===== config.mk =====
export PLATFORM = sky130hd
export DESIGN_NAME = counter_chain_sequencer
export DESIGN_NICKNAME = d
export VERILOG_FILES = /design/src/rtl/counter_chain_sequencer.sv
export SDC_FILE = /design/constraint.sdc
export NUM_CORES = 1
export LEC_CHECK = 0
export ABC_AREA = 0
export CAP_MARGIN = 20
export CORE_ASPECT_RATIO = 0.8
export CORE_MARGIN = 2
export CORE_UTILIZATION = 36
export CTS_CLUSTER_DIAMETER = 150
export DETAILED_ROUTE_END_ITERATION = 6
export GPL_ROUTABILITY_DRIVEN = 0
export PLACE_DENSITY = 0.8
export SYNTH_ARGS = -nofsm -noshare
export SYNTH_HDL_FRONTEND = slang
export SYNTH_SLANG_ARGS = --single-unit

===== constraint.sdc =====
create_clock -name Clk -period 1.38 [get_ports Clk]
set_input_delay 0.138 -clock Clk [delete_from_list [all_inputs] [get_ports Clk]]
set_output_delay 0.138 -clock Clk [all_outputs]
set_load 0.01 [all_outputs]

===== src/rtl/counter_chain_sequencer.sv =====
// counter_chain_sequencer
//   Runs a cascade of 74161A-style 4-bit counters as a programmable-period
//   divider and emits one tick per period. The preload is double-buffered:
//   host writes made while busy take effect at the next terminal count.
// Ports
//   Clk, Reset        clock and asynchronous active-high reset
//   start/stop/hold   control: start and stop are pulses, hold is a level
//   cfg_we/preload    preload write strobe and value
//   cnt_q, cnt_rco    chain Q readback (debug only) and last-stage RCO
//   cnt_clear_bar,    chain controls: clear, load, first-stage ENT,
//   cnt_load_bar,     shared ENP and preload data
//   cnt_ent, cnt_enp,
//   cnt_d
//   tick, busy        terminal-count pulse and active indicator
//   cfg_pending       shadow preload written but not yet applied
module counter_chain_sequencer #(
  parameter int unsigned       WIDTH           = 8,
  parameter logic [WIDTH-1:0]  DEFAULT_PRELOAD = '0
) (
  input  logic             Clk,
  input  logic             Reset,
  input  logic             start,
  input  logic             stop,
  input  logic             hold,
  input  logic             cfg_we,
  input  logic [WIDTH-1:0] cfg_preload,
  input  logic [WIDTH-1:0] cnt_q,
  input  logic             cnt_rco,
  output logic             cnt_clear_bar,
  output logic             cnt_load_bar,
  output logic             cnt_ent,
  output logic             cnt_enp,
  output logic [WIDTH-1:0] cnt_d,
  output logic             tick,
  output logic             busy,
  output logic             cfg_pending
);

  // The chain is built from 4-bit stages.
  if ((WIDTH % 4) != 0) begin : g_width_check
    $error("counter_chain_sequencer: WIDTH must be a multiple of 4");
  end

  typedef enum logic [1:0] {IDLE, PRIME, RUN, HOLD} state_t;

  state_t           state;
  logic [WIDTH-1:0] active;
  logic [WIDTH-1:0] shadow;
  logic             pending;
  logic             term_cnt;
  logic [WIDTH-1:0] reload;

  // Chain readback is status only; nothing in the control path depends on it.
  logic unused_cnt_q;
  assign unused_cnt_q = ^cnt_q;

  // Terminal count only matters while the chain is actually counting.
  assign term_cnt = (state == RUN) && cnt_rco;
  assign reload   = pending ? shadow : active;

  // State and preload bookkeeping.
  always_ff @(posedge Clk or posedge Reset) begin
    if (Reset) begin
      state   <= IDLE;
      active  <= DEFAULT_PRELOAD;
      shadow  <= DEFAULT_PRELOAD;
      pending <= 1'b0;
    end else begin
      case (state)
        IDLE:    if (start && !stop && !hold) state <= PRIME;
        PRIME:   state <= stop ? IDLE : RUN;
        RUN:     if (stop) state <= IDLE;
                 else if (hold) state <= HOLD;
        HOLD:    if (stop) state <= IDLE;
                 else if (!hold) state <= RUN;
        default: state <= IDLE;
      endcase

      // The chain reloads on the terminal-count edge; mirror what it loads.
      if (term_cnt) begin
        active  <= reload;
        pending <= 1'b0;
      end

      // Later assignment wins: a write on the terminal-count edge stays pending.
      if (cfg_we) begin
        shadow <= cfg_preload;
        if (state == IDLE) begin
          active  <= cfg_preload;
          pending <= 1'b0;
        end else begin
          pending <= 1'b1;
        end
      end
    end
  end

  // Chain control decode; load and tick follow RCO within the cycle.
  always_comb begin
    cnt_clear_bar = 1'b1;
    cnt_load_bar  = 1'b1;
    cnt_ent       = 1'b0;
    cnt_enp       = 1'b0;
    cnt_d         = active;
    tick          = 1'b0;
    case (state)
      IDLE:  cnt_clear_bar = 1'b0;
      PRIME: cnt_load_bar  = 1'b0;
      RUN: begin
        cnt_ent      = 1'b1;
        cnt_enp      = 1'b1;
        cnt_load_bar = !cnt_rco;
        tick         = cnt_rco;
        if (cnt_rco) cnt_d = reload;
      end
      // ENT stays high so RCO remains visible; ENP low freezes the count.
      HOLD:  cnt_ent = 1'b1;
      default: cnt_clear_bar = 1'b0;
    endcase
  end

  assign busy        = (state != IDLE);
  assign cfg_pending = pending;

endmodule

After elaboration in Yosys (flattened, before gate mapping)
Cells that the tools add are included.
W data, S select, Z words.

operators by class
  equal/unequal tests = 6
  muxes and demuxes = 20
  reductions and logical operators = 11

operators with widths
  kind                  count
  $mux W8               6
  $mux W2               6
  $pmux W2 S4           1
  $mux W1               6
  $ne A3 B3 Y1 const B  2
  $eq A2 B2 Y1 const B  2
  $reduce_bool A2 Y1    2
  $logic_and A1 B1 Y1   3
  $logic_not A1 Y1      3
  $reduce_and A3 Y1     1
  $eq A2 B1 Y1 const B  1
  $logic_not A2 Y1      1
  $ne A2 B2 Y1 const B  1
  $pmux W1 S2           1
  $reduce_or A2 Y1      1

storage, ports and cells
  bits in registers = 19
  input port bits = 23
  output and inout bits = 15
  word-level logic and storage cells = 41

Depth between registers and ports, before layout
Gate-level depths: netlist of the first run.

  word-level depth = 5
  depth in mapped cells = 3

Worst setup path before layout of the first run
Ideal clock, no wire load.

  path type = reg-to-reg
  from = register state[1]
  to = register active[0]
  setup time = 125 ps
  data arrival time = 1231 ps
  required time = 1255 ps
  path slack = 24 ps
  stages on the path, launching flop included = 4
  buffers on the path = 0
  clock period less this slack = 1356 ps
  cell sequence = dfrtp_1 > nand4b_4 > mux2_2 > mux2_2

between the ends
  word-level cells in the longest chain between the ends = 5
  elaborated cells between the ends (all ways) = 6
  those cells by class = eq/ne (1); mux (3); reduce/logical (2)

ends and longest elaborated chain
  element                 line  source
  from (decl)             46    state_t state;
  from (signal assigned)  71    PRIME: state <= stop ? IDLE : RUN;
  $eq A2 B2 Y1            58    assign term_cnt = (state == RUN) && cnt_rco;
  $logic_and A1 B1 Y1     58
  $mux W8                 80    if (term_cnt) begin
  $mux W8                 88    if (state == IDLE) begin
  $mux W8 *               86    if (cfg_we) begin
  to (signal assigned)    81    active <= reload;
  to (signal assigned)    89    active <= cfg_preload;
  to (decl)               47    logic [WIDTH-1:0] active;

Every way passes the cells marked *; elsewhere a longest branch is shown, timed or not.
A chain may end at the register's enable or synchronous reset.

Worst setup path after layout of the first run
  from = register state[0]
  to = output cnt_d[7]

between the ends
  word-level cells in the longest chain between the ends = 2

ends and longest elaborated chain
  element       line  source
  $eq A2 B2 Y1  106   case (state)
  $mux W8       106
  to (decl)     33    output logic [WIDTH-1:0] cnt_d,

Every way passes these cells.

==> results of run 1 <==
[state kept, by name (all words and copies together) (netlist names)]
register,cells
shadow,8
cfg_pending,1
active,8
state,2
[placed cells by master (no fill, tap or decap)]
| cell type | synthesis | routed |
|---|---|---|
| buf_4 | 1 | 12 |
| nand4b_4 | 1 | 1 |
| a21oi_2 | 0 | 1 |
| clkbuf_1 | 1 | 1 |
| nor2_1 | 4 | 3 |
| buf_6 | 0 | 16 |
| a21oi_1 | 2 | 1 |
| clkbuf_2 | 0 | 2 |
| dfrtp_1 | 19 | 19 |
| nor2b_2 | 0 | 1 |
| dlygate4sd2_1 | 0 | 1 |
| nand2_2 | 0 | 1 |
| clkdlybuf4s50_1 | 0 | 14 |
| clkbuf_4 | 0 | 3 |
| o21a_1 | 1 | 1 |
| buf_2 | 0 | 4 |
| nor4b_2 | 0 | 1 |
| inv_2 | 0 | 2 |
| mux2_2 | 24 | 19 |
| and3b_2 | 1 | 1 |
| mux2_4 | 0 | 5 |
| inv_1 | 3 | 1 |
| nor2_4 | 0 | 1 |
[layer usage]
| metal | vias up | routed length [µm] | GRT usage [%] |
|---|---|---|---|
| li1 | 315 | - | - |
| met1 | 316 | 807 | 17.6 |
| met2 | 21 | 906 | 28.1 |
| met3 | 2 | 95 | 1.62 |
| met4 | 0 | 19 | 4.09 |
| met5 | - | 0 | 0 |
[path summary, 6_finish.rpt]
| path | start | end | slack, ns | cells past startpoint |
|---|---|---|---|---|
| worst min register to register | shadow[6]$_DFFE_PP0P_ | shadow[6]$_DFFE_PP0P_ | 0.52 | 1 |
| max in group asynchronous | Reset | cfg_pending$_DFFE_PP0P_ | 1.03 | 3 |
| worst min-delay path | Reset | shadow[4]$_DFFE_PP0P_ | 0.15 | 3 |
| worst max-delay path | state[0]$_DFFE_PP0P_ | cnt_d[7] | -0.26 | 4 |
| min in group Clk | stop | state[1]$_DFFE_PP0P_ | 0.40 | 2 |
| worst max register to register | state[0]$_DFFE_PP0P_ | active[0]$_DFF_PP0_ | -0.17 | 5 |
[cells by family after synthesis]
group,Yosys count,synth area share [%]
flip-flops,19,55.2
multiplexers,24,31.3
buffers and inverters,6,3.63
AO/OA/AOI/OAI,3,2.03
AND/OR/NAND/NOR,9,7.84
[synthesized netlist by cell type]
cell type,count
buf_4,1
nand2_1,1
clkbuf_1,1
and3b_2,1
dlygate4sd1_1,1
nor2_1,4
mux2_2,24
o21a_1,1
nor2b_1,1
a21oi_1,2
nand4b_4,1
inv_1,3
dfrtp_1,19
nor4b_1,1
[layout make-up]
type                            instances  area (µm²)
Tap cell                               25        31.3
Clock buffer                            4        26.3
Fill cell                             192         825
Timing Repair Buffer                   49         449
Sequential cell                        19         475
Inverter                                3        11.3
Multi-Input combinational cell         36         397
[repair_timing]
item / CTS / global route
gates resized for setup: 74 / 10
buffers inserted: 6 / 5
pin swaps: 2 / 0
hold buffers: 0 / 0
setup endpoints to repair: 23 / 24
[worst max-delay path, delay by kind of cell, from the launching register on]
kind	cells	cell delay, ns
buffers and inverters	2	0.28
DFF	1	0.40
and+or+nand+nor	1	0.23
muxes	1	0.31
[power by group through the flow]
stage | Clock [mW] | Combinational, mW | Sequential (mW)
floorplan | 0 | 0.205 | 0.666
global placement | 0 | 0.418 | 0.665
detailed placement | 0 | 0.430 | 0.669
CTS | 0.284 | 0.470 | 0.659
global route | 0.309 | 0.532 | 0.669
finish | 0.273 | 0.496 | 0.658
==> metrics.yaml, run 1 <==
power_frac_seq_pct: 46.1
htree_levels: 1
worstPathCellList: "nand4b_4, buf_6, mux2_4, buf_6"
syn_nets: 84
finalWorstSetupSlack_ns: -0.261
p_per_area_nw_per_um2: 1030
grt.total_usage_pct: 14.5
viasPerCell: 4.81
syn2layout_area_growth_pct: 61.2
grt_pass1_vias: 680
dp.cells: 122
setup_viol: 21
routed_wl_mm: 1.83
dr.pass1.iters: 6
gr-total-overflow: 0
maxCapViolCount: 0
hold_class: "primary input to async pin"
die_w_um: 58.7
startpoint_type: "register"
crit_path_frequent_cell: "buf_6"
fin_cells: 136
antenna_cells: 0
die_height_um: 47.8
cp_max_fo: 4
clkLatencyLatePin_ns: 0.29
finalClockSkew_ns: 0.00175
cp_slowest_cell: "dfrtp_1"
p_total_mw: 1.43
core_area_um2: 2210
antenna_found_initial: 0
internal_power_mw: 1.06
cts_buffers: 3
buffer_ports.inserted: 29
worstPathRequired_ns: 1.24
slew_viol_final: 0
synth_area_leader_cell: "dfrtp_1"
yosysTopAreaCellShare_pct: 55.2
violations: "design-rule violations, negative setup slack"
hold_viol: 0
ys_seq_area_share_pct: 55.2
drive_gt1_share_pct: 63.1
hold_slack_ns: 0.153
dpl.hpwl_mm: 1.32
clock-sinks: 19
place_ws_ns: -0.461
p_leak_nw: 0.667
grt_pass1_wl_mm: 2.99
end_kind: "output port"
drcViolationCount: 1
yosys_register_bits: 19
worstMarginPinSlew_ns: 0.241
synthTopCellsByArea: "dfrtp_1 (55%), mux2_2 (31%), nand4b_4 (2.8%)"
final.setup.tns_ns: -3.15
fin_util_pct: 62.8
placed_cell_area_um2: 1240
crit_path_max_incr_delay_ns: 0.40
synth_area_per_cell_um2: 14.1
yosysWarnings: 0
clkSlewWorstSetupHoldPaths_ns: 0.10
cts_tree: "built"
nets: 135
rows: 15
fmax_ghz: 0.609
switching_share_pct: 26.0
ctsRootBufferMaster: "clkbuf_4"
vias: 654
cts_buffer_depth: 2
drt_first_iter_violations: 9
yosysUniqueCellTypes: 14
crit_type: "register to output port"
wl_per_cell_um: 13.4
worstPathArrival_ns: 1.50
grt_max_degree: 20
rsz0062_at_grt: "yes"
combPwrFrac_pct: 34.8
synthCells: 61
slew_headroom_pct: 83.9
timing.final.crit_share_pct: 119
p_clk_share_pct: 19.1
ir_drop_v: 0.000602
syn-cell-area_um2: 862
die-area_um2: 2800
initial_core_util_pct: 38.9
fin_crit_ns: 1.64
final_area_um2: 1390
ant_nets: 0
run_status: "complete, but fails checks"
p_sw_mw: 0.371
pin_count: 38
Note: power is estimated with default switching activity, not from simulation.
==> inputs of run 2 (changes only) <==
- CTS_CLUSTER_SIZE: not set -> 14
- REMOVE_ABC_BUFFERS: not set -> 1
==> run 2 against run 1 <==
Net effect:
- the run still ends with design-rule violations, negative setup slack left
- first-iteration DRC count is 22% lower
- wire length grew 2.8%
- cell count is 4.4% lower
- sequential cell count unchanged
- via count fell by 3.5%
- critical path depth unchanged
- design area shrank 2.3%
- die area did not move
- largest cell class unchanged
- largest power group unchanged
==> metrics.yaml, run 2 (same netlist as run 1, synthesis figures left out) <==
place_ws_ns: -0.481
die_height_um: 47.8
p_per_area_nw_per_um2: 1040
nets: 129
drive_gt1_share_pct: 55.2
clkLatencyLatePin_ns: 0.29
cts_buffers: 3
syn2layout_area_growth_pct: 57.5
dpl.hpwl_mm: 1.30
timing.final.crit_share_pct: 122
htree_levels: 1
ctsRootBufferMaster: "clkbuf_4"
gr-total-overflow: 0
top_regs: "active (8), shadow (8), state (2)"
cp_slowest_cell: "dfrtp_1"
fill_cells: 190
vias: 631
fin_crit_ns: 1.68
switching_share_pct: 26.0
die-area_um2: 2800
violations: "design-rule violations, negative setup slack"
combPwrFrac_pct: 33.6
grt_pass1_vias: 678
p_clk_share_pct: 19.4
final.setup.tns_ns: -3.01
drt_first_iter_violations: 7
grt.total_usage_pct: 15.8
crit_path_frequent_cell: "buf_6"
core_area_um2: 2210
grt_pass1_wl_mm: 3.15
rows: 15
fmax_ghz: 0.594
worstPathArrival_ns: 1.55
worstMarginPinSlew_ns: 0.245
cts_tree: "built"
ir_drop_v: 0.000522
dr.pass1.iters: 5
hold_class: "primary input to async pin"
clkSlewWorstSetupHoldPaths_ns: 0.10
hold_viol: 0
buffer_ports.inserted: 29
crit_type: "register to output port"
final_cell_mix: "dfrtp_1 (19), mux2_2 (14), clkdlybuf4s50_1 (14), buf_6 (14), mux2_4 (10)"
worstPathCellList: "nand4b_4, buf_6, mux2_4, buf_6"
finalClockSkew_ns: 0.00498
drcViolationCount: 1
slew_headroom_pct: 83.5
cp_max_fo: 5
routed_wl_mm: 1.88
initial_core_util_pct: 38.9
end_kind: "output port"
maxCapViolCount: 0
finalWorstSetupSlack_ns: -0.304
internal_power_mw: 1.04
startpoint_type: "register"
cts_buffer_depth: 2
crit_path_max_incr_delay_ns: 0.39
pin_count: 38
slew_viol_final: 0
wl_per_cell_um: 14.5
ant_nets: 0
antenna_cells: 0
rsz0062_at_grt: "yes"
setup_viol: 18
viasPerCell: 4.85
clock-sinks: 19
worstPathRequired_ns: 1.24
p_sw_mw: 0.366
power_frac_seq_pct: 46.9
antenna_found_initial: 0
p_leak_nw: 0.658
grt_max_degree: 20
final_common_cell: "dfrtp_1"
die_w_um: 58.7
run_status: "complete, but fails checks"
[run 2: cell types whose count changed in the layout (fill, tap and decap cells not counted), moves of 2 or more]
cell,delta
mux2_4,+5
inv_1,+2
mux2_2,-5
clkbuf_2,-2
buf_4,-3
inv_2,-2
buf_6,-2
[run 2: worst paths after layout]
kind | from | cells after the start | slack (ns) | end
min in group Clk | stop | 2 | 0.39 | state[1]$_DFFE_PP0P_
min | Reset | 3 | 0.17 | shadow[6]$_DFFE_PP0P_
max in group asynchronous | Reset | 3 | 1.02 | shadow[4]$_DFFE_PP0P_
max reg2reg | state[0]$_DFFE_PP0P_ | 4 | -0.11 | active[2]$_DFF_PP0_
min reg2reg | shadow[1]$_DFFE_PP0P_ | 1 | 0.53 | shadow[1]$_DFFE_PP0P_
max | state[0]$_DFFE_PP0P_ | 4 | -0.30 | cnt_d[2]
[run 2: cell type report]
class	count	area (µm²)	area share, %
Sequential cell	19	475	35.0
Timing Repair Buffer	43	409	30.1
Multi-Input combinational cell	36	404	29.8
Tap cell	25	31.3	2.30
Clock buffer	4	26.3	1.94
Inverter	3	11.3	0.829
[run 2: metal layers]
| layer | GRT usage (%) | part of all wire (%) | routed length [µm] |
|---|---|---|---|
| met3 | 2.43 | 4.6 | 86 |
| met5 | 0 | 0 | 0 |
| met1 | 20.2 | 45 | 837 |
| met4 | 6.82 | 0 | 0 |
| met2 | 27.6 | 51 | 955 |
[run 2: per-stage QoR]
step	hold WS [ns]	std cells	power (mW)	cell area [µm²]	utilization [%]
2_1_floorplan	0.0891	58	0.860	842	-
3_3_place_gp	0.472	120	1.08	1220	55.3
3_5_place_dp	0.493	120	1.09	1220	55.3
4_1_cts	0.157	130	1.43	1350	61.1
5_1_grt	0.194	130	1.49	1360	61.3
6_report	0.166	130	1.41	1360	61.3
[run 2: worst max-delay path: cells and delay by family (launching register included)]
| family | cells | cell delay [ns] |
|---|---|---|
| multiplexers | 1 | 0.31 |
| flip-flops | 1 | 0.39 |
| AND/OR/NAND/NOR | 1 | 0.24 |
| buffers and inverters | 2 | 0.30 |
[run 2: repair_timing]
action,4_1_cts,5_1_grt
endpoints found under the setup margin,23,21
gates resized for setup,79,2
pin swaps,1,0
hold buffers,0,0
buffers inserted,6,2
[run 2: power by group through the flow]
stage                     Combinational [mW]  Sequential, mW  Clock, mW
after detailed placement               0.418           0.671          0
final                                  0.474           0.662      0.274
after CTS                              0.474           0.662      0.293
after global routing                   0.509           0.672      0.310
after global placement                 0.411           0.666          0
after floorplan                        0.193           0.667          0
